[src/rtl/inst_queue_pkg.sv]
// Shared constants for the IF->ID instruction queue.
// Mirrors the cpu-wide bus widths and empty-flag encoding.
package inst_queue_pkg;

  localparam int   IQ_DEPTH_LOG2 = 4;
  localparam int   INST_BUS_W    = 32;
  localparam int   ADDR_BUS_W    = 32;

  localparam logic IQ_EMPTY      = 1'b1;
  localparam logic IQ_NOT_EMPTY  = ~IQ_EMPTY;

  localparam logic ENABLE        = 1'b1;
  localparam logic DISABLE       = 1'b0;

  function automatic logic iq_empty_flag(
    input logic is_zero
  );
    return is_zero ? IQ_EMPTY : IQ_NOT_EMPTY;
  endfunction

endpackage

[src/rtl/inst_queue_if.sv]
// Fetch/decode/flush signal bundle for the instruction queue.
// master drives push/pop/flush; slave is the queue itself.
interface inst_queue_if #(
  parameter int INST_W = 32,
  parameter int ADDR_W = 32
);

  logic              IF_valid;
  logic [INST_W-1:0] IF_inst;
  logic [ADDR_W-1:0] IF_pc;
  logic              IF_queue_is_full;

  logic              ID_enable;
  logic              ID_queue_is_empty;
  logic [INST_W-1:0] ID_inst;
  logic [ADDR_W-1:0] ID_pc;

  logic              ROB_clear;

  modport master (
    output IF_valid,
    output IF_inst,
    output IF_pc,
    input  IF_queue_is_full,
    output ID_enable,
    input  ID_queue_is_empty,
    input  ID_inst,
    input  ID_pc,
    output ROB_clear
  );

  modport slave (
    input  IF_valid,
    input  IF_inst,
    input  IF_pc,
    output IF_queue_is_full,
    input  ID_enable,
    output ID_queue_is_empty,
    output ID_inst,
    output ID_pc,
    input  ROB_clear
  );

endinterface

[src/rtl/inst_queue.sv]
// Circular IF->ID instruction FIFO with combinational head read.
// Optional IQ_ALMOST_FULL_EN raises full one entry early.
module inst_queue
  import inst_queue_pkg::*;
#(
  parameter int DEPTH_LOG2 = IQ_DEPTH_LOG2,
  parameter int INST_W     = INST_BUS_W,
  parameter int ADDR_W     = ADDR_BUS_W
) (
  input  logic          clk,
  input  logic          rst,
  input  logic          rdy,
  inst_queue_if.slave   q
);

  localparam int DEPTH = 1 << DEPTH_LOG2;
  localparam int CW    = DEPTH_LOG2 + 1;

  localparam logic [CW-1:0] L_DEPTH = CW'(DEPTH);
  localparam logic [CW-1:0] L_AFULL = CW'(DEPTH - 1);
  localparam logic [CW-1:0] L_ZERO  = '0;
  localparam logic [CW-1:0] L_ONE   = CW'(1);

  localparam logic [DEPTH_LOG2-1:0] L_PTR1 = DEPTH_LOG2'(1);

  logic [INST_W-1:0]     r_inst_mem [DEPTH];
  logic [ADDR_W-1:0]     r_pc_mem   [DEPTH];

  logic [DEPTH_LOG2-1:0] r_head;
  logic [DEPTH_LOG2-1:0] r_tail;
  logic [CW-1:0]         r_count;

  logic                  w_is_empty;
  logic                  w_is_full;
  logic                  w_push;
  logic                  w_pop;
  logic                  w_wr_en;

  logic [DEPTH_LOG2-1:0] w_head_nx;
  logic [DEPTH_LOG2-1:0] w_tail_nx;
  logic [CW-1:0]         w_count_nx;

  assign w_is_empty = (r_count == L_ZERO);
  assign w_is_full  = (r_count == L_DEPTH);

  // Acceptance always uses the registered count, so a pop never
  // frees a slot for a push in the same cycle.
  assign w_push = q.IF_valid  && !w_is_full;
  assign w_pop  = q.ID_enable && !w_is_empty;

  always_comb begin
    w_head_nx  = r_head;
    w_tail_nx  = r_tail;
    w_count_nx = r_count;
    if (q.ROB_clear) begin
      w_head_nx  = '0;
      w_tail_nx  = '0;
      w_count_nx = '0;
    end else begin
      if (w_push) begin
        w_tail_nx = r_tail + L_PTR1;
      end
      if (w_pop) begin
        w_head_nx = r_head + L_PTR1;
      end
      unique case ({w_push, w_pop})
        2'b10:   w_count_nx = r_count + L_ONE;
        2'b01:   w_count_nx = r_count - L_ONE;
        default: w_count_nx = r_count;
      endcase
    end
  end

  always_ff @(posedge clk) begin
    if (rst) begin
      r_head  <= '0;
      r_tail  <= '0;
      r_count <= '0;
    end else if (rdy) begin
      r_head  <= w_head_nx;
      r_tail  <= w_tail_nx;
      r_count <= w_count_nx;
    end
  end

  assign w_wr_en = rdy && !rst && !q.ROB_clear && w_push;

  // Storage needs no reset: reads are gated by count.
  always_ff @(posedge clk) begin
    if (w_wr_en) begin
      r_inst_mem[r_tail] <= q.IF_inst;
      r_pc_mem[r_tail]   <= q.IF_pc;
    end
  end

  always_comb begin
    q.ID_inst = '0;
    q.ID_pc   = '0;
    if (!w_is_empty) begin
      q.ID_inst = r_inst_mem[r_head];
      q.ID_pc   = r_pc_mem[r_head];
    end
  end

  assign q.ID_queue_is_empty = iq_empty_flag(w_is_empty);

`ifdef IQ_ALMOST_FULL_EN
  // Leaves room for the fetch already in flight when full rises.
  assign q.IF_queue_is_full = (r_count >= L_AFULL);
`else
  assign q.IF_queue_is_full = w_is_full;
`endif

endmodule

[src/flat_wrapper.sv]
// flat-port wrapper written by rule: the top's interface ports become plain ports
module inst_queue_flat import inst_queue_pkg::*;
#(
  parameter int DEPTH_LOG2 = IQ_DEPTH_LOG2,
  parameter int INST_W     = INST_BUS_W,
  parameter int ADDR_W     = ADDR_BUS_W
)
  (clk, rst, rdy, q_IF_valid, q_IF_inst, q_IF_pc, q_IF_queue_is_full, q_ID_enable, q_ID_queue_is_empty, q_ID_inst, q_ID_pc, q_ROB_clear);
  inst_queue_if #(.INST_W(INST_W), .ADDR_W(ADDR_W)) q_i ();
  input  logic clk;
  input  logic rst;
  input  logic rdy;
  input wire logic [$bits(q_i.IF_valid)-1:0] q_IF_valid;
  input wire logic [$bits(q_i.IF_inst)-1:0] q_IF_inst;
  input wire logic [$bits(q_i.IF_pc)-1:0] q_IF_pc;
  output wire logic [$bits(q_i.IF_queue_is_full)-1:0] q_IF_queue_is_full;
  input wire logic [$bits(q_i.ID_enable)-1:0] q_ID_enable;
  output wire logic [$bits(q_i.ID_queue_is_empty)-1:0] q_ID_queue_is_empty;
  output wire logic [$bits(q_i.ID_inst)-1:0] q_ID_inst;
  output wire logic [$bits(q_i.ID_pc)-1:0] q_ID_pc;
  input wire logic [$bits(q_i.ROB_clear)-1:0] q_ROB_clear;
  assign q_i.IF_valid = q_IF_valid;
  assign q_i.IF_inst = q_IF_inst;
  assign q_i.IF_pc = q_IF_pc;
  assign q_IF_queue_is_full = q_i.IF_queue_is_full;
  assign q_i.ID_enable = q_ID_enable;
  assign q_ID_queue_is_empty = q_i.ID_queue_is_empty;
  assign q_ID_inst = q_i.ID_inst;
  assign q_ID_pc = q_i.ID_pc;
  assign q_i.ROB_clear = q_ROB_clear;
  inst_queue #(.DEPTH_LOG2(DEPTH_LOG2), .INST_W(INST_W), .ADDR_W(ADDR_W)) u_core (.clk(clk), .rst(rst), .rdy(rdy), .q(q_i));
endmodule
[config.mk]
export PLATFORM = sky130hd
export DESIGN_NAME = inst_queue_flat
export DESIGN_NICKNAME = d
export VERILOG_FILES = /design/src/rtl/inst_queue_pkg.sv /design/src/rtl/inst_queue_if.sv /design/src/rtl/inst_queue.sv /design/src/flat_wrapper.sv
export SDC_FILE = /design/constraint.sdc
export NUM_CORES = 1
export LEC_CHECK = 0
export BUFFER_PORTS_ARGS = -buffer_cell sky130_fd_sc_hd__clkbuf_2
export CAP_MARGIN = 20
export CORE_MARGIN = 1.5
export CORE_UTILIZATION = 50
export DETAILED_ROUTE_END_ITERATION = 6
export HOLD_SLACK_MARGIN = 0.1
export PLACE_DENSITY_LB_ADDON = 0.05
export SYNTH_ARGS = -nofsm -noshare
export SYNTH_HDL_FRONTEND = slang
export SYNTH_SLANG_ARGS = --single-unit
[constraint.sdc]
create_clock -name clk -period 14.3 [get_ports clk]
set_input_delay 3.575 -clock clk [delete_from_list [all_inputs] [get_ports clk]]
set_output_delay 3.575 -clock clk [all_outputs]
set_load 0.03 [all_outputs]
# ---- Yosys cells after proc, flatten, opt, wreduce, memory -nomap -nowiden
# Memory sizes are Yosys's and may differ from the RTL's. A register that Yosys moved wholly into a read port is not among the register bits.
# Index checks and enable logic that the tools add are counted.
dict set report word_totals {
  reg_bits 13
  latch_bits 0
  ram_bits 1024
  mem_bits_ro 0
  mem_count 2
}
dict set report op_classes {
  n_addsub 4
  mul 0
  div 0
  n_lt_le_gt_ge 0
  n_eq_ne 3
  shifts 0
  mux 15
  n_bitwise 0
  n_reduce_logical 16
}
# memory depth width read_ports rd_ports_with_merged_regs wr line_no
set mem_list {}
lappend mem_list {u_core.r_inst_mem 16 32 1 1 1 inst_queue.sv:26} ;# logic [INST_W-1:0] r_inst_mem [DEPTH];
lappend mem_list {u_core.r_pc_mem 16 32 1 1 1 inst_queue.sv:27} ;# logic [ADDR_W-1:0] r_pc_mem [DEPTH];
# operator n
set op_table {}
lappend op_table {{$mux W32} 2}
lappend op_table {{$mux W4} 8}
lappend op_table {{$pmux W5 S2} 1}
lappend op_table {{$add A4 B1 Y4 const B} 2}
lappend op_table {{$reduce_and A2 Y1} 3}
lappend op_table {{$add A5 B1 Y5 const B} 1}
lappend op_table {{$eq A5 B5 Y1 const B} 1}
lappend op_table {{$logic_and A1 B1 Y1} 5}
lappend op_table {{$logic_not A5 Y1} 1}
lappend op_table {{$mux W5} 1}
lappend op_table {{$sub A5 B1 Y5 const B} 1}
lappend op_table {{$logic_not A1 Y1} 4}
lappend op_table {{$reduce_bool A2 Y1} 2}
lappend op_table {{$mux W1} 3}
lappend op_table {{$reduce_bool A3 Y1} 1}
lappend op_table {{$eq A2 B1 Y1 const B} 1}
lappend op_table {{$eq A2 B2 Y1 const B} 1}

# ---- Logic depth before layout (Yosys ltp)
dict set report logic_depth {
  ltp_word 7
  depth_mapped 11
}

# ---- Worst setup path after synthesis
# No wires, ideal clock.
dict set report synth_path {
  kind {input-to-reg}
  startpoint {input port q_ROB_clear}
  endpoint {memory u_core.r_inst_mem[3][0], enable pin}
  setup_time_ns 0.565
  arrival_ns 8.842
  required_ns 13.735
  path_slack_ns 4.894
  stages 5
  n_path_buf 1
  path_cell_list {clkbuf_1 nand2b_1 nor3b_1 nand2_1 nor3_1}
}
dict set report synth_between {
  elab_chain_len 5
}
# item line_no
set synth_lines {}
lappend synth_lines {{start, declared} flat_wrapper.sv:21} ;# input wire logic [$bits(q_i.ROB_clear)-1:0] q_ROB_clear;
lappend synth_lines {{$logic_not A1 Y1} inst_queue.sv:86} ;# assign w_wr_en = rdy && !rst && !q.ROB_clear && w_push;
lappend synth_lines {{$logic_and A1 B1 Y1 (2 in series)} inst_queue.sv:86}
lappend synth_lines {{$mux W1} inst_queue.sv:90} ;# if (w_wr_en) begin
lappend synth_lines {{$mux W1 (not written as such)} inst_queue.sv:91} ;# r_inst_mem[r_tail] <= q.IF_inst;
lappend synth_lines {{end, declared} inst_queue.sv:26}
# No other way between the ends.

==> results <==
- The type of the worst min-delay path is register to register.
- The largest area contributor in the netlist is edfxtp_1.
- For this design the static power due to leakage is about 14 nW.
- The area overhead of the layout relative to synthesis is 13.22%.
- The worst setup path is launched from a register.
- Ranked by instance count, the synthesized netlist is headed by edfxtp_1, mux4_2, nor2b_1, clkbuf_1, nor2_1.
- Counting flops with an async set or reset pin after synthesis yields a share of 0.
- The cell area after layout is ~45,000 µm².
- After layout, the worst setup slack is ~5.9 ns.
- The final-layout fill cell count is 5,754.
- Setup repair after global routing left no endpoint under its margin.
- The count of endpoints failing setup in the final report is 0.
- The worst slack at placement is around 6.5 ns.
- The die area is 81,650 µm².
- The final weighted congestion in routability-driven placement is between 0.7 and 0.8.
- The width of the die is 285.7 µm.
- Power spread over the standard cell area amounts to 134.6 nW/µm².
- After technology mapping, the gate count stands at between 1,500 and 2,000.
- The number of levels the H-tree was split into is 3.
- The count of buffering cells on the critical path with inverters included is 3.
- The DRC violations left is 0.
- The slowest stage of the critical path belongs to the cell buf_4.
- For the pin with the worst max-slew slack, the measured transition is between 1 and 1.5 ns.
- The portion of the clock cycle consumed by the worst path in the final layout is 0.5851.
- The standard-cell row count is 103.
- The floorplan step set the die height to ~290 µm.
- The fraction of post-synthesis cell area in the top cell type by area is 0.7693.
- The time the final worst path needs with I/O delays and setup is 8.367 ns.
- The max-slew violation total from the final report is 0.
- The number of antenna violations at the first check in global routing was 5.
- The detailed-route vias per instance is slightly above 6.
- The number of distinct standard cells referenced by the synthesized netlist is 42.
- The count of hold buffers inserted by post-cts repair is 0.
- In this run the tool buffered the top-level ports with around 140 buffer cells.
- Traced cell by cell, the critical path runs through buf_4, buf_12, mux4_2, mux4_2, nor2b_1, clkbuf_2.
- The max-capacitance violation count is 0.
- The count of flip-flops with a built-in enable after synthesis is around 1,000.
- VDD sags by at most roughly 0.00010 V.
- The initial standard-cell utilization of the core is 0.5060.
- The area of the core region is 79,000 µm².
- At the end of the flow, the number of nets in the layout was 1,909.
- The category of the worst setup path capture point is a primary output.
- The data required time of the critical path is 10.72 ns.
- The global-route wire length before repair is 130.0 mm.
- The cell chosen for the clock root is clkbuf_16.
- Clock-pin slew was measured on the worst setup and hold paths at about 0.05 ns.
- The number of placed I/O pins is 136.
- In the post-synthesis netlist, the biggest area contributors are edfxtp_1, mux4_2, nor2b_1.
- TritonCTS built the clock tree.
- Before antenna repair, the detailed router went through 7 iterations.
- The post-route clock skew is ~0.027 ns.
- The category of the critical setup timing path is register to primary output.
- The via count of the first global-routing pass is 19,130.
- The fmax is 119.5 MHz.
- Once detailed placement completed, the half-perimeter wirelength came to approximately 44 mm.
- The worst-path maximum fanout is ~140.
- The worst slew margin relative to its limit is 0.3093.
- Once the clock tree was built, the setup fixing pass inserted 0 buffers.
- The detailed router finished its first iteration with ~1,500 violations.
- After detailed routing, the average wire length per cell comes to ~30 µm.
- Among all flip-flop cells after synthesis, the most frequent one is edfxtp_1.
- The register area share after synthesis is 0.7778.
- In this design, the critical path's most frequently occurring cell is mux4_2.
- Dividing the synthesized area by the synthesized cell count gives ~24 µm².
- The residual antenna-violating net count after detailed routing is 0.
- Broken down by cell family, the worst path's largest delay share belongs to buffers and inverters.
- The global router's overall resource usage is 0.2230.
- The largest single stage delay on the critical path is just over 0.9 ns.
- Synthesis produced a netlist with a net count of 1,710.
- In the final layout, the share of cells above drive strength 1 is 0.3422.
- During synthesis, Yosys emitted a total of 0 warnings.
- The dominant cell by count in the synthesized netlist is edfxtp_1.
- In this run, post-CTS repair resized a total of 0 instances.
- After detailed placement, the total cell area comes to 41,910 µm².
- The total grt overflow is 0.
- The pin count of the biggest net entering global routing is roughly 140.
- The final cell utilization of the core is 0.5728.
- The overall power of the completed layout is a little over 6 mW.
- At the worst endpoint, the arrival time is around 4.8 ns.
- The number of clock sinks is 1,041.
- The post-synth design cell area is approximately 40,000 µm².
- The run finished with clean final reports.
- Buffers inserted during clock tree synthesis total 107.
- At the later pin of the worst-skew pair, clock insertion delay measures roughly 0.66 ns.
- For this block, the routed nets add up to a little under 90 mm of wire.
- For the final routed database, the setup TNS stands at 0 ns.
- The clock passes through at most 3 buffers.
- In this run, synthesis produced a sequential element count of around 1,000.
- The number of failing hold endpoints at the final stage is 0.
- The via count is 17,910.
==> final timing paths <==
check / from / end / slack [ns] / cells past startpoint
setup / recovery: register / q_ID_inst[11] / 5.93 / 6
hold / removal: u_core.r_head[1]$_SDFFE_PP0P_ / register / 0.49 / 2
setup reg to reg: u_core.r_count[1]$_SDFFE_PP0P_ / u_core.r_inst_mem[11][27]$_DFFE_PP_ / 10.25 / 6
hold reg to reg: u_core.r_head[1]$_SDFFE_PP0P_ / register / 0.49 / 2
==> where the power goes <==
| group | internal (mW) | leakage, nW | switching (mW) |
|---|---|---|---|
| Sequential | 3.35 | 9.35 | 0.00217 |
| Clock | 1.51 | 1.60 | 1.11 |
| Combinational | 0.0333 | 2.82 | 0.0848 |
==> tightest hold or removal path: stages (launching register included) <==
cell	delay, ns
dfxtp_1	0.32
nand2_1	0.06
a21oi_1	0.06
==> per-layer routing <==
layer	wire, µm	share of wire	vias up	global-route usage
met2	45060	0.51	489	0.3725
met1	37100	0.42	9834	0.3096
li1	-	-	7438	-
met4	2023	0.023	8	0.05913
met3	4400	0.050	137	0.03596
met5	57	0.00064	-	0
==> cells by family after synthesis <==
group           Yosys count  synth area share
mux                     324            0.1819
fa+ha+maj                 7          0.002191
buf+inv                  94           0.01443
compound gates           33          0.005478
flops                  1041            0.7778
xor+xnor                  4         0.0008766
simple gates            130           0.01734
==> cells in the final DEF (no fill, tap or decap), types with 7 or more instances in the layout <==
cell type / instances
edfxtp_1: 1024
mux4_2: 314
clkbuf_2: 135
clkbuf_16: 108
nor2b_1: 64
buf_4: 33
clkbuf_1: 29
clkinv_1: 22
nor2_1: 20
clkinv_2: 16
nor2_4: 13
dfxtp_1: 13
nand2_1: 11
a21oi_1: 10
o21ai_0: 8
ha_1: 7
==> metrics by stage <==
step	instances	hold slack (ns)
after floorplan	1633	0.4632
after global placement	2767	0.4793
after detailed placement	2771	0.4843
after CTS	2962	0.4925
after global routing	2964	0.5207
final	2965	0.4922
==> cell type report <==
| cell class | count | area (µm²) | share of cell area |
|---|---|---|---|
| Multi-Input combinational cell | 498 | 8422 | 0.1861 |
| Tap cell | 1050 | 1314 | 0.02903 |
| Antenna cell | 1 | 2.502 | 0.00005530 |
| Sequential cell | 1041 | 31100 | 0.6873 |
| Clock buffer | 141 | 2867 | 0.06334 |
| Clock inverter | 50 | 416.7 | 0.009207 |
| Inverter | 8 | 30.03 | 0.0006636 |
| Timing Repair Buffer | 176 | 1099 | 0.02427 |
==> flip-flops by register name (all words and copies together) (netlist names), named ones only <==
signal,flops
u_core.r_inst_mem,512
u_core.r_head,4
u_core.r_pc_mem,512
u_core.r_tail,4
u_core.r_count,5
Note: power is estimated with default switching activity, not from simulation.
